**src/rtl/acc_src_mux.sv**
```systemverilog
// acc_src_mux: accumulator-source selector and accumulator register.
// A command selects what the accumulator is loaded with (input register,
// ALU result, decimal digit append, or zero). Non-CLEAR commands wait for
// their source to present valid data, then commit on the following cycle,
// raising outDone for exactly one clock with the new accumulator value.
module acc_src_mux #(
  parameter int IN_W       = 4,
  parameter int ACC_W      = 16,
  parameter int RADIX      = 10,
  parameter int MAX_DIGITS = 4
) (
  input  logic                              clk,
  input  logic                              reset,
  input  logic                              inStart,
  input  logic [1:0]                        inSelect,
  input  logic [IN_W-1:0]                   inReg,
  input  logic                              inRegValid,
  input  logic [ACC_W-1:0]                  inAlu,
  input  logic                              inAluValid,
  output logic [ACC_W-1:0]                  outAcc,
  output logic                              outBusy,
  output logic                              outDone,
  output logic                              outOvf,
  output logic                              outErr,
  output logic [$clog2(MAX_DIGITS+1)-1:0]   outDigits
);

  // Width of the digit-append product: acc*RADIX + digit never wraps here,
  // so overflow past ACC_W bits can be detected from the upper bits.
  localparam int T_W   = ACC_W + $clog2(RADIX) + 1;
  localparam int DIG_W = $clog2(MAX_DIGITS + 1);

  localparam logic [T_W-1:0]   RADIX_T  = T_W'(RADIX);
  localparam logic [ACC_W-1:0] RADIX_A  = ACC_W'(RADIX);
  localparam logic [DIG_W-1:0] MAX_DIG  = DIG_W'(MAX_DIGITS);
  localparam logic [DIG_W-1:0] DIG_ZERO = {DIG_W{1'b0}};
  localparam logic [DIG_W-1:0] DIG_ONE  = {{(DIG_W-1){1'b0}}, 1'b1};
  localparam logic [ACC_W-1:0] ACC_ZERO = {ACC_W{1'b0}};

  typedef enum logic [1:0] {
    ST_IDLE     = 2'b00,
    ST_WAIT_SRC = 2'b01,
    ST_COMMIT   = 2'b10
  } state_t;

  typedef enum logic [1:0] {
    SEL_REG   = 2'b00,
    SEL_ALU   = 2'b01,
    SEL_DIGIT = 2'b10,
    SEL_CLEAR = 2'b11
  } sel_t;

  state_t             state_r;
  sel_t               selQ_r;
  logic [ACC_W-1:0]   opQ_r;
  logic [ACC_W-1:0]   acc_r;
  logic [DIG_W-1:0]   digits_r;
  logic               ovf_r;
  logic               err_r;
  logic               done_r;
  logic               busy_r;

  logic               srcValid_s;
  logic [ACC_W-1:0]   operand_s;
  logic [T_W-1:0]     appendSum_s;
  logic [ACC_W-1:0]   accNext_s;
  logic [DIG_W-1:0]   digitsNext_s;
  logic               ovfNext_s;
  logic               errNext_s;

  // acc*RADIX + digit, computed wide enough that it cannot wrap.
  function automatic logic [T_W-1:0] appendValue(
    input logic [ACC_W-1:0] acc,
    input logic [ACC_W-1:0] digit
  );
    appendValue = ({{(T_W-ACC_W){1'b0}}, acc} * RADIX_T)
                + {{(T_W-ACC_W){1'b0}}, digit};
  endfunction

  // Pick the valid strobe and the operand belonging to the latched select.
  always_comb begin
    srcValid_s = 1'b0;
    operand_s  = {{(ACC_W-IN_W){1'b0}}, inReg};
    case (selQ_r)
      SEL_ALU: begin
        srcValid_s = inAluValid;
        operand_s  = inAlu;
      end
      SEL_REG, SEL_DIGIT: begin
        srcValid_s = inRegValid;
        operand_s  = {{(ACC_W-IN_W){1'b0}}, inReg};
      end
      default: begin
        srcValid_s = 1'b0;
        operand_s  = {{(ACC_W-IN_W){1'b0}}, inReg};
      end
    endcase
  end

  // Values the accumulator, digit count and flags take when a command commits.
  always_comb begin
    appendSum_s  = appendValue(acc_r, opQ_r);
    accNext_s    = acc_r;
    digitsNext_s = digits_r;
    ovfNext_s    = ovf_r;
    errNext_s    = err_r;
    case (selQ_r)
      SEL_REG: begin
        accNext_s    = {{(ACC_W-IN_W){1'b0}}, opQ_r[IN_W-1:0]};
        digitsNext_s = DIG_ONE;
        ovfNext_s    = 1'b0;
        errNext_s    = 1'b0;
      end
      SEL_ALU: begin
        accNext_s    = opQ_r;
        digitsNext_s = DIG_ZERO;
      end
      SEL_CLEAR: begin
        accNext_s    = ACC_ZERO;
        digitsNext_s = DIG_ZERO;
        ovfNext_s    = 1'b0;
        errNext_s    = 1'b0;
      end
      SEL_DIGIT: begin
        // A bad digit takes precedence over overflow; both leave acc intact.
        if (opQ_r >= RADIX_A) begin
          errNext_s = 1'b1;
        end else if ((digits_r == MAX_DIG) ||
                     (appendSum_s[T_W-1:ACC_W] != {(T_W-ACC_W){1'b0}})) begin
          ovfNext_s = 1'b1;
        end else begin
          accNext_s    = appendSum_s[ACC_W-1:0];
          digitsNext_s = digits_r + DIG_ONE;
        end
      end
      default: begin
        accNext_s    = acc_r;
        digitsNext_s = digits_r;
      end
    endcase
  end

  // Command sequencer and registered outputs; reset aborts any command.
  always_ff @(posedge clk) begin
    if (reset) begin
      state_r  <= ST_IDLE;
      selQ_r   <= SEL_REG;
      opQ_r    <= ACC_ZERO;
      acc_r    <= ACC_ZERO;
      digits_r <= DIG_ZERO;
      ovf_r    <= 1'b0;
      err_r    <= 1'b0;
      done_r   <= 1'b0;
      busy_r   <= 1'b0;
    end else begin
      done_r <= 1'b0;
      case (state_r)
        ST_IDLE: begin
          if (inStart) begin
            selQ_r <= sel_t'(inSelect);
            busy_r <= 1'b1;
            // CLEAR needs no operand, so it skips the source wait.
            if (sel_t'(inSelect) == SEL_CLEAR) begin
              state_r <= ST_COMMIT;
            end else begin
              state_r <= ST_WAIT_SRC;
            end
          end else begin
            busy_r  <= 1'b0;
            state_r <= ST_IDLE;
          end
        end
        ST_WAIT_SRC: begin
          if (srcValid_s) begin
            opQ_r   <= operand_s;
            state_r <= ST_COMMIT;
          end else begin
            state_r <= ST_WAIT_SRC;
          end
        end
        ST_COMMIT: begin
          acc_r    <= accNext_s;
          digits_r <= digitsNext_s;
          ovf_r    <= ovfNext_s;
          err_r    <= errNext_s;
          done_r   <= 1'b1;
          busy_r   <= 1'b0;
          state_r  <= ST_IDLE;
        end
        default: begin
          busy_r  <= 1'b0;
          state_r <= ST_IDLE;
        end
      endcase
    end
  end

  assign outAcc    = acc_r;
  assign outBusy   = busy_r;
  assign outDone   = done_r;
  assign outOvf    = ovf_r;
  assign outErr    = err_r;
  assign outDigits = digits_r;

endmodule

```
**config.mk**
```make
export PLATFORM = sky130hd
export DESIGN_NAME = acc_src_mux
export DESIGN_NICKNAME = d
export VERILOG_FILES = /design/src/rtl/acc_src_mux.sv
export SDC_FILE = /design/constraint.sdc
export NUM_CORES = 1
export LEC_CHECK = 0
export CORE_AREA = 8 8 132 134
export DETAILED_ROUTE_END_ITERATION = 7
export DIE_AREA = 0 0 140 142
export GPL_TIMING_DRIVEN = 0
export SLEW_MARGIN = 20
export SYNTH_ARGS = -nofsm -noshare
export SYNTH_HDL_FRONTEND = slang
export SYNTH_SLANG_ARGS = --single-unit
```
**constraint.sdc**
```tcl
create_clock -name clk -period 5.2 [get_ports clk]
set_input_delay 0.52 -clock clk [delete_from_list [all_inputs] [get_ports clk]]
set_output_delay 0.52 -clock clk [all_outputs]
set_load 0.03 [all_outputs]
```
# Word-level counts from Yosys, hierarchy flattened
# Index checks and enable logic that the tools add are counted.
[totals] elab_cells=57 inputBits=27 output_inout_bits=23 regBits=43
[classes] eq_ne=11 add_sub_neg=2 n_reduce_logical=13 n_mul=1 n_mux=20 magnitude_cmp=1
[ops] operator="$pmux W16 S4" count=1
[ops] operator="$mux W16" count=3
[ops] operator="$add A20 B16 Y21" count=1
[ops] operator="$mul A16 B3 Y19 const B" count=1
[ops] operator="$ge A16 B4 Y1 const B" count=1
[ops] operator="$pmux W3 S3" count=1
[ops] operator="$eq A2 B2 Y1 const B" count=4
[ops] operator="$ne A2 B2 Y1 const B" count=4
[ops] operator="$pmux W1 S2" count=4
[ops] operator="$mux W2" count=3
[ops] operator="$mux W3" count=2
[ops] operator="$reduce_and A3 Y1" count=2
[ops] operator="$reduce_or A2 Y1" count=3
[ops] operator="$mux W1" count=5
[ops] operator="$reduce_bool A5 Y1" count=1
[ops] operator="$eq A2 B1 Y1 const B" count=2
[ops] operator="$logic_not A2 Y1" count=2
[ops] operator="$pmux W2 S2" count=1
[ops] operator="$reduce_and A2 Y1" count=2
[ops] operator="$reduce_and A4 Y1" count=1
[ops] operator="$add A3 B1 Y3 const B" count=1
[ops] operator="$eq A3 B3 Y1 const B" count=1
[ops] operator="$reduce_bool A2 Y1" count=1
[ops] operator="$logic_or A1 B1 Y1" count=1

# Longest topological paths before layout
[depth] depth_word=7 ltp_mapped=19 depth_no_buf=18

# Worst setup path before layout
# OpenSTA, ideal clock, no wires.
[synth_timing] path_kind="reg2reg" startpoint="register acc_r[1] (netlist: outAcc[1])" endpoint="register digits_r[0] (netlist: outDigits[0])" required_time_ns=5.081 setup_time_ns=0.119 n_path_buf=1 arrival_ns=4.495 stages_incl_launch_ff=19 setup_slack_ns=0.587 period_less_slack_ns=4.613 path_cell_list="dfxtp_1 ha_1 ha_1 fa_1 a21o_1 a221oi_4 o21bai_1 a21oi_1 xnor2_1 ha_1 and3_1 and3_1 a221o_1 nor3_1 o311a_1 o221a_4 buf_6 a21oi_1 o221a_1"
[synth_via] elab_chain_cells=6
[synth_lines] item="start: declaration" line_no="56" source="logic [ACC_W-1:0] acc_r;"
[synth_lines] item="start signal: assignment" line_no="182" source="acc_r <= accNext_s;"
[synth_lines] item="$mul A16 B3 Y19" line_no="76" source="appendValue = ({{(T_W-ACC_W){1'b0}}, acc} * RADIX_T)"
[synth_lines] item="$add A20 B16 Y21" line_no="77" source="+ {{(T_W-ACC_W){1'b0}}, digit};"
[synth_lines] item="$reduce_bool A5 Y1" line_no="129" source="(appendSum_s[T_W-1:ACC_W] != {(T_W-ACC_W){1'b0}})) begin"
[synth_lines] item="$logic_or A1 B1 Y1" line_no="128" source="end else if ((digits_r == MAX_DIG) ||"
[synth_lines] item="$ne A2 B2 Y1 (no line)"
[synth_lines] item="$reduce_and A3 Y1 (no line)"
[synth_lines] item="end signal: assignment" line_no="183" source="digits_r <= digitsNext_s;"
[synth_lines] item="end: declaration" line_no="57" source="logic [DIG_W-1:0] digits_r;"
# No other way between the ends.
# A chain may end at the register's enable or synchronous reset.

# Worst setup path in the final report
[layout_timing] startpoint="register acc_r[1] (netlist: outAcc[1])" endpoint="register acc_r[14] (netlist: outAcc[14])"
[layout_via] elab_chain_cells=6 elab_cells_between_ends=9 classes_between="1 x add/sub; 1 x mul; 1 x eq/ne; 3 x mux; 3 x reduce/logical"
[layout_lines] item="$mul A16 B3 Y19 (*)" line_no="76"
[layout_lines] item="$add A20 B16 Y21 (*)" line_no="77"
[layout_lines] item="$reduce_bool A5 Y1" line_no="129"
[layout_lines] item="$logic_or A1 B1 Y1" line_no="128"
[layout_lines] item="$ne A2 B2 Y1 (no line)"
[layout_lines] item="$reduce_and A3 Y1 (no line)"
# Every way passes the cells marked *; elsewhere a longest branch is shown, timed or not. The select of a mux whose other input is x is not followed.

==> run summary <==
Setup violations remaining at the end of the flow were counted as 0. The relative slew slack came out at 60.5%. The data arrival time at the worst-slack endpoint came out at 5.19 ns. The fraction of power consumed by sequential logic came out at 39.1%. The actual transition at the worst max-transition pin came out at 0.585 ns. The initial antenna violation count came out at 0.

In this run the clock root is driven by a sky130_fd_sc_hd__clkbuf_16. The number of different library cells used by synthesis comes to 65. The pin count of the biggest net entering global routing is 16. The die covers 19900 um^2. The number of filler cells placed in the layout is 1652.

Summing every instance area after synthesis gives 3720 um^2. The share of the clock period used by the worst path is 96.0%. Setup repair after global routing left no endpoint under its margin.

The floorplan has 46 rows. Once the clock tree was built, the resizer swapped 0 gates to a different size. The count of nets left with antenna violations after detail routing came out at 0.

The top-level port count came out at 50. The setup path with the least slack is of type reg -> reg. The startpoint type of the worst setup path is a flop.

The fraction of synthesized cell area taken by the top area cell type came out at 23.1%. The weighted congestion at the end of routability-driven global placement came out at 0.852. The net count after synthesis is 532.

The area of the core is 15400 um^2. The clock transition at the registers of the reported paths came out at 0.07 ns. The die width came out at 140 um. The area growth from synthesis to layout is 23.8%. The total internal power came out at 0.000624 W. The run finished with clean final reports. The count of flip-flops with a built-in enable after synthesis is 0. The reported max-cap violation count came out at 0. The switching power as a share of total power came out at 32.7%.

The average detailed-routed wire length per instance came out at 16.3 um. The clock insertion delay at the later pin of the skew report came out at 0.29 ns. The worst setup path is captured at a flop.

For this run, the number of Yosys warnings is 0. The largest fanout on the critical path came out at 10. Counting I/O delays and the setup requirement, the final critical path takes 4.99 ns. The count of buffers added on input and output ports is 49.

The total design power is 0.000927 W. The worst-case clock skew came out at 0.00664 ns. STA puts the critical path data required time at 5.40 ns. The count of nets after finishing came out at 589.

The achievable clock frequency came out at 200 MHz. The count of TritonRoute iterations in the first routing pass is 4. No sink is reached through more buffers than the 2 on the longest clock path. Counting every instance in the synthesized netlist gives 450.

The violation count after the first detailed-routing iteration is 276. The chip height came out at 142 um. In the post-synthesis netlist, the cell with the most instances is sky130_fd_sc_hd__a21oi_1.

The sequential cell area came out at 861 um^2. The share of async-settable or async-resettable flops after synthesis is 0%. The biggest area contributor in the post-synthesis netlist is sky130_fd_sc_hd__dfxtp_1. The depth of the CTS H-tree is 2. The switching power summed over all nets is 0.000303 W. In the global route stage, overall resource usage came out at 11.5%. In this run, CTS created clock tree buffers numbering 5. The number of remaining DRC errors came out at 0. After global routing the overflow that remains totals 0. The power per unit of standard cell area is 201 nW/um^2. Summed over all failing endpoints, the final setup total negative slack is 0 ns.

The tree built by TritonCTS fans out to 43 sinks. Yosys attributes the largest share of cell area to sky130_fd_sc_hd__dfxtp_1 (23%), sky130_fd_sc_hd__ha_1 (18%), sky130_fd_sc_hd__a21oi_1 (8.2%), sky130_fd_sc_hd__nand2_1 (3.7%), sky130_fd_sc_hd__o21ai_0 (3.6%). The fraction of layout cells with a size suffix above 1 is 5.51%. The post-synthesis sequential area ratio came out at 23.1%. The total detailed-routing wirelength came out at 11.4 mm. Averaged over all synthesized cells, the footprint is 8.27 um^2.

In this run, synthesis produced a sequential element count of 43. The hold-fix buffer count after cts came out at 0. The via count of the first global-routing pass came out at 3651. Detailed placement ended at an HPWL of 9.27 mm. The static power due to leakage came out at 1.87 nW. The commonest cells after synthesis are sky130_fd_sc_hd__a21oi_1 (61), sky130_fd_sc_hd__ha_1 (53), sky130_fd_sc_hd__dfxtp_1 (43), sky130_fd_sc_hd__nand2_1 (37), sky130_fd_sc_hd__nor2_1 (29). The number of vias in the routed layout came out at 3597. The worst voltage drop across the vdd grid is 0.000146 V. The combinational share of power is 25.8%. The kind of path behind the tightest hold check is reg -> reg. The final number of max-transition violations came out at 0. The clock network fraction of design power came out at 35.1%. The first-pass GRT wire length is 18.5 mm. The antenna cell count is 0.

The most instantiated flip-flop cell in the synthesis netlist is sky130_fd_sc_hd__dfxtp_1. The footprint of the multi-input gates is 2730 um^2. The detail-routed via count per cell came out at 5.14. TritonCTS built the clock tree. The number of endpoints with negative hold slack in the final report came out at 0. The starting utilization of the core area is 24.1%.
==> kinds of logic after synthesis <==
kind of cell	after synthesis	share of synthesized area [%]
AOI/OAI and AO/OA	158	28.5
buffers and inverters	30	3.53
adders and majority gates	55	18.9
muxes	5	1.35
DFF	43	23.1
xor gates and xnor gates	22	5.68
and+or+nand+nor	137	18.9
==> worst paths after layout <==
check / start / endpoint / slack [ns] / depth (start not counted)
worst min register to register: outOvf / outOvf / 0.48 / 2
worst min-delay path: outOvf / outOvf / 0.48 / 2
worst max-delay path: outAcc[1] / outAcc[14] / 0.21 / 18
worst max register to register: outAcc[1] / outAcc[14] / 0.21 / 18
==> critical path, stage by stage (launching register included) <==
cell,delay (ns)
sky130_fd_sc_hd__dfxtp_1,0.46
sky130_fd_sc_hd__ha_1,0.28
sky130_fd_sc_hd__ha_1,0.23
sky130_fd_sc_hd__fa_1,0.41
sky130_fd_sc_hd__a21o_1,0.22
sky130_fd_sc_hd__a221oi_4,0.36
sky130_fd_sc_hd__o21bai_1,0.10
sky130_fd_sc_hd__a21oi_1,0.21
sky130_fd_sc_hd__xnor2_1,0.22
sky130_fd_sc_hd__ha_1,0.32
sky130_fd_sc_hd__and3_1,0.23
sky130_fd_sc_hd__and3_1,0.19
sky130_fd_sc_hd__a221o_1,0.40
sky130_fd_sc_hd__mux2i_1,0.17
sky130_fd_sc_hd__and4bb_4,0.24
sky130_fd_sc_hd__o221ai_4,0.34
sky130_fd_sc_hd__nand2_2,0.11
sky130_fd_sc_hd__buf_6,0.16
sky130_fd_sc_hd__a211oi_1,0.23
==> layer usage <==
metal  global-route usage (%)  share of wire (%)  up-vias
met5                        0                  0        -
met4                     2.80                1.4        0
met3                     2.31                5.2       10
met2                     19.2                 45      102
met1                     14.9                 48     1679
li1                         -                  -     1806
==> cell usage in the layout, fill, tap and decap left out, types with 2 or more instances in the layout <==
cell / n
sky130_fd_sc_hd__a211oi_1: 7
sky130_fd_sc_hd__a21o_1: 7
sky130_fd_sc_hd__a21oi_1: 61
sky130_fd_sc_hd__a22oi_1: 10
sky130_fd_sc_hd__a31oi_1: 6
sky130_fd_sc_hd__a32oi_1: 4
sky130_fd_sc_hd__a41oi_1: 2
sky130_fd_sc_hd__and2_1: 2
sky130_fd_sc_hd__and3_1: 4
sky130_fd_sc_hd__and4_1: 2
sky130_fd_sc_hd__buf_4: 2
sky130_fd_sc_hd__buf_6: 2
sky130_fd_sc_hd__clkbuf_1: 13
sky130_fd_sc_hd__clkbuf_16: 5
sky130_fd_sc_hd__clkdlybuf4s50_1: 49
sky130_fd_sc_hd__clkinvlp_4: 2
sky130_fd_sc_hd__dfxtp_1: 43
sky130_fd_sc_hd__fa_1: 2
sky130_fd_sc_hd__ha_1: 53
sky130_fd_sc_hd__inv_1: 13
sky130_fd_sc_hd__mux2i_1: 5
sky130_fd_sc_hd__nand2_1: 37
sky130_fd_sc_hd__nand2b_1: 7
sky130_fd_sc_hd__nand3_1: 24
sky130_fd_sc_hd__nand3b_1: 2
sky130_fd_sc_hd__nor2_1: 29
sky130_fd_sc_hd__nor2b_1: 8
sky130_fd_sc_hd__nor3_1: 8
sky130_fd_sc_hd__nor4_1: 5
sky130_fd_sc_hd__o211ai_2: 2
sky130_fd_sc_hd__o21a_1: 3
sky130_fd_sc_hd__o21ai_0: 27
sky130_fd_sc_hd__o21bai_1: 3
sky130_fd_sc_hd__o31ai_1: 5
sky130_fd_sc_hd__xnor2_1: 13
sky130_fd_sc_hd__xor2_1: 8
==> stage by stage <==
| stage | util [%] | setup slack (ns) | hold WS, ns | area, um^2 | std cells |
|---|---|---|---|---|---|
| CTS | 29.8 | 0.160 | 0.487 | 4600 | 699 |
| detailed placement | 28.9 | 0.195 | 0.478 | 4450 | 691 |
| global route | 29.9 | 0.0427 | 0.521 | 4610 | 700 |
| global placement | 28.9 | 0.336 | 0.468 | 4450 | 691 |
| finish | 29.9 | 0.210 | 0.481 | 4610 | 700 |
| floorplan | - | 0.587 | 0.462 | 3720 | 450 |
==> final cells by class <==
cell class | count | area share (%)
clock inverters | 3 | 0.516
well taps | 192 | 5.21
repair buffers | 50 | 10.8
multi-input cells | 377 | 59.2
clock buffers | 5 | 2.72
flip-flops and latches | 43 | 18.7
plain buffers | 17 | 1.79
inverters | 13 | 1.06
==> repair_timing <==
| item | in CTS | in global routing |
|---|---|---|
| setup endpoints to repair | 0 | 5 |
| endpoints found under the hold margin | 0 | 0 |
| buffers inserted | 0 | 1 |
==> power groups by stage <==
stage | logic [W] | registers (W) | clock network [W]
2_1_floorplan | 0.000143 | 0.000381 | 0
4_1_cts | 0.000240 | 0.000362 | 0.000330
3_3_place_gp | 0.000233 | 0.000369 | 0
6_report | 0.000240 | 0.000362 | 0.000325
3_5_place_dp | 0.000239 | 0.000370 | 0
5_1_grt | 0.000264 | 0.000365 | 0.000346
==> sequential cells by signal (all words and copies together) (netlist names) <==
| name | count |
|---|---|
| opQ_r | 16 |
| outAcc | 16 |
| outBusy | 1 |
| outDigits | 3 |
| outDone | 1 |
| outErr | 1 |
| outOvf | 1 |
| selQ_r | 2 |
| state_r | 2 |
Note: power is estimated with default switching activity, not from simulation.
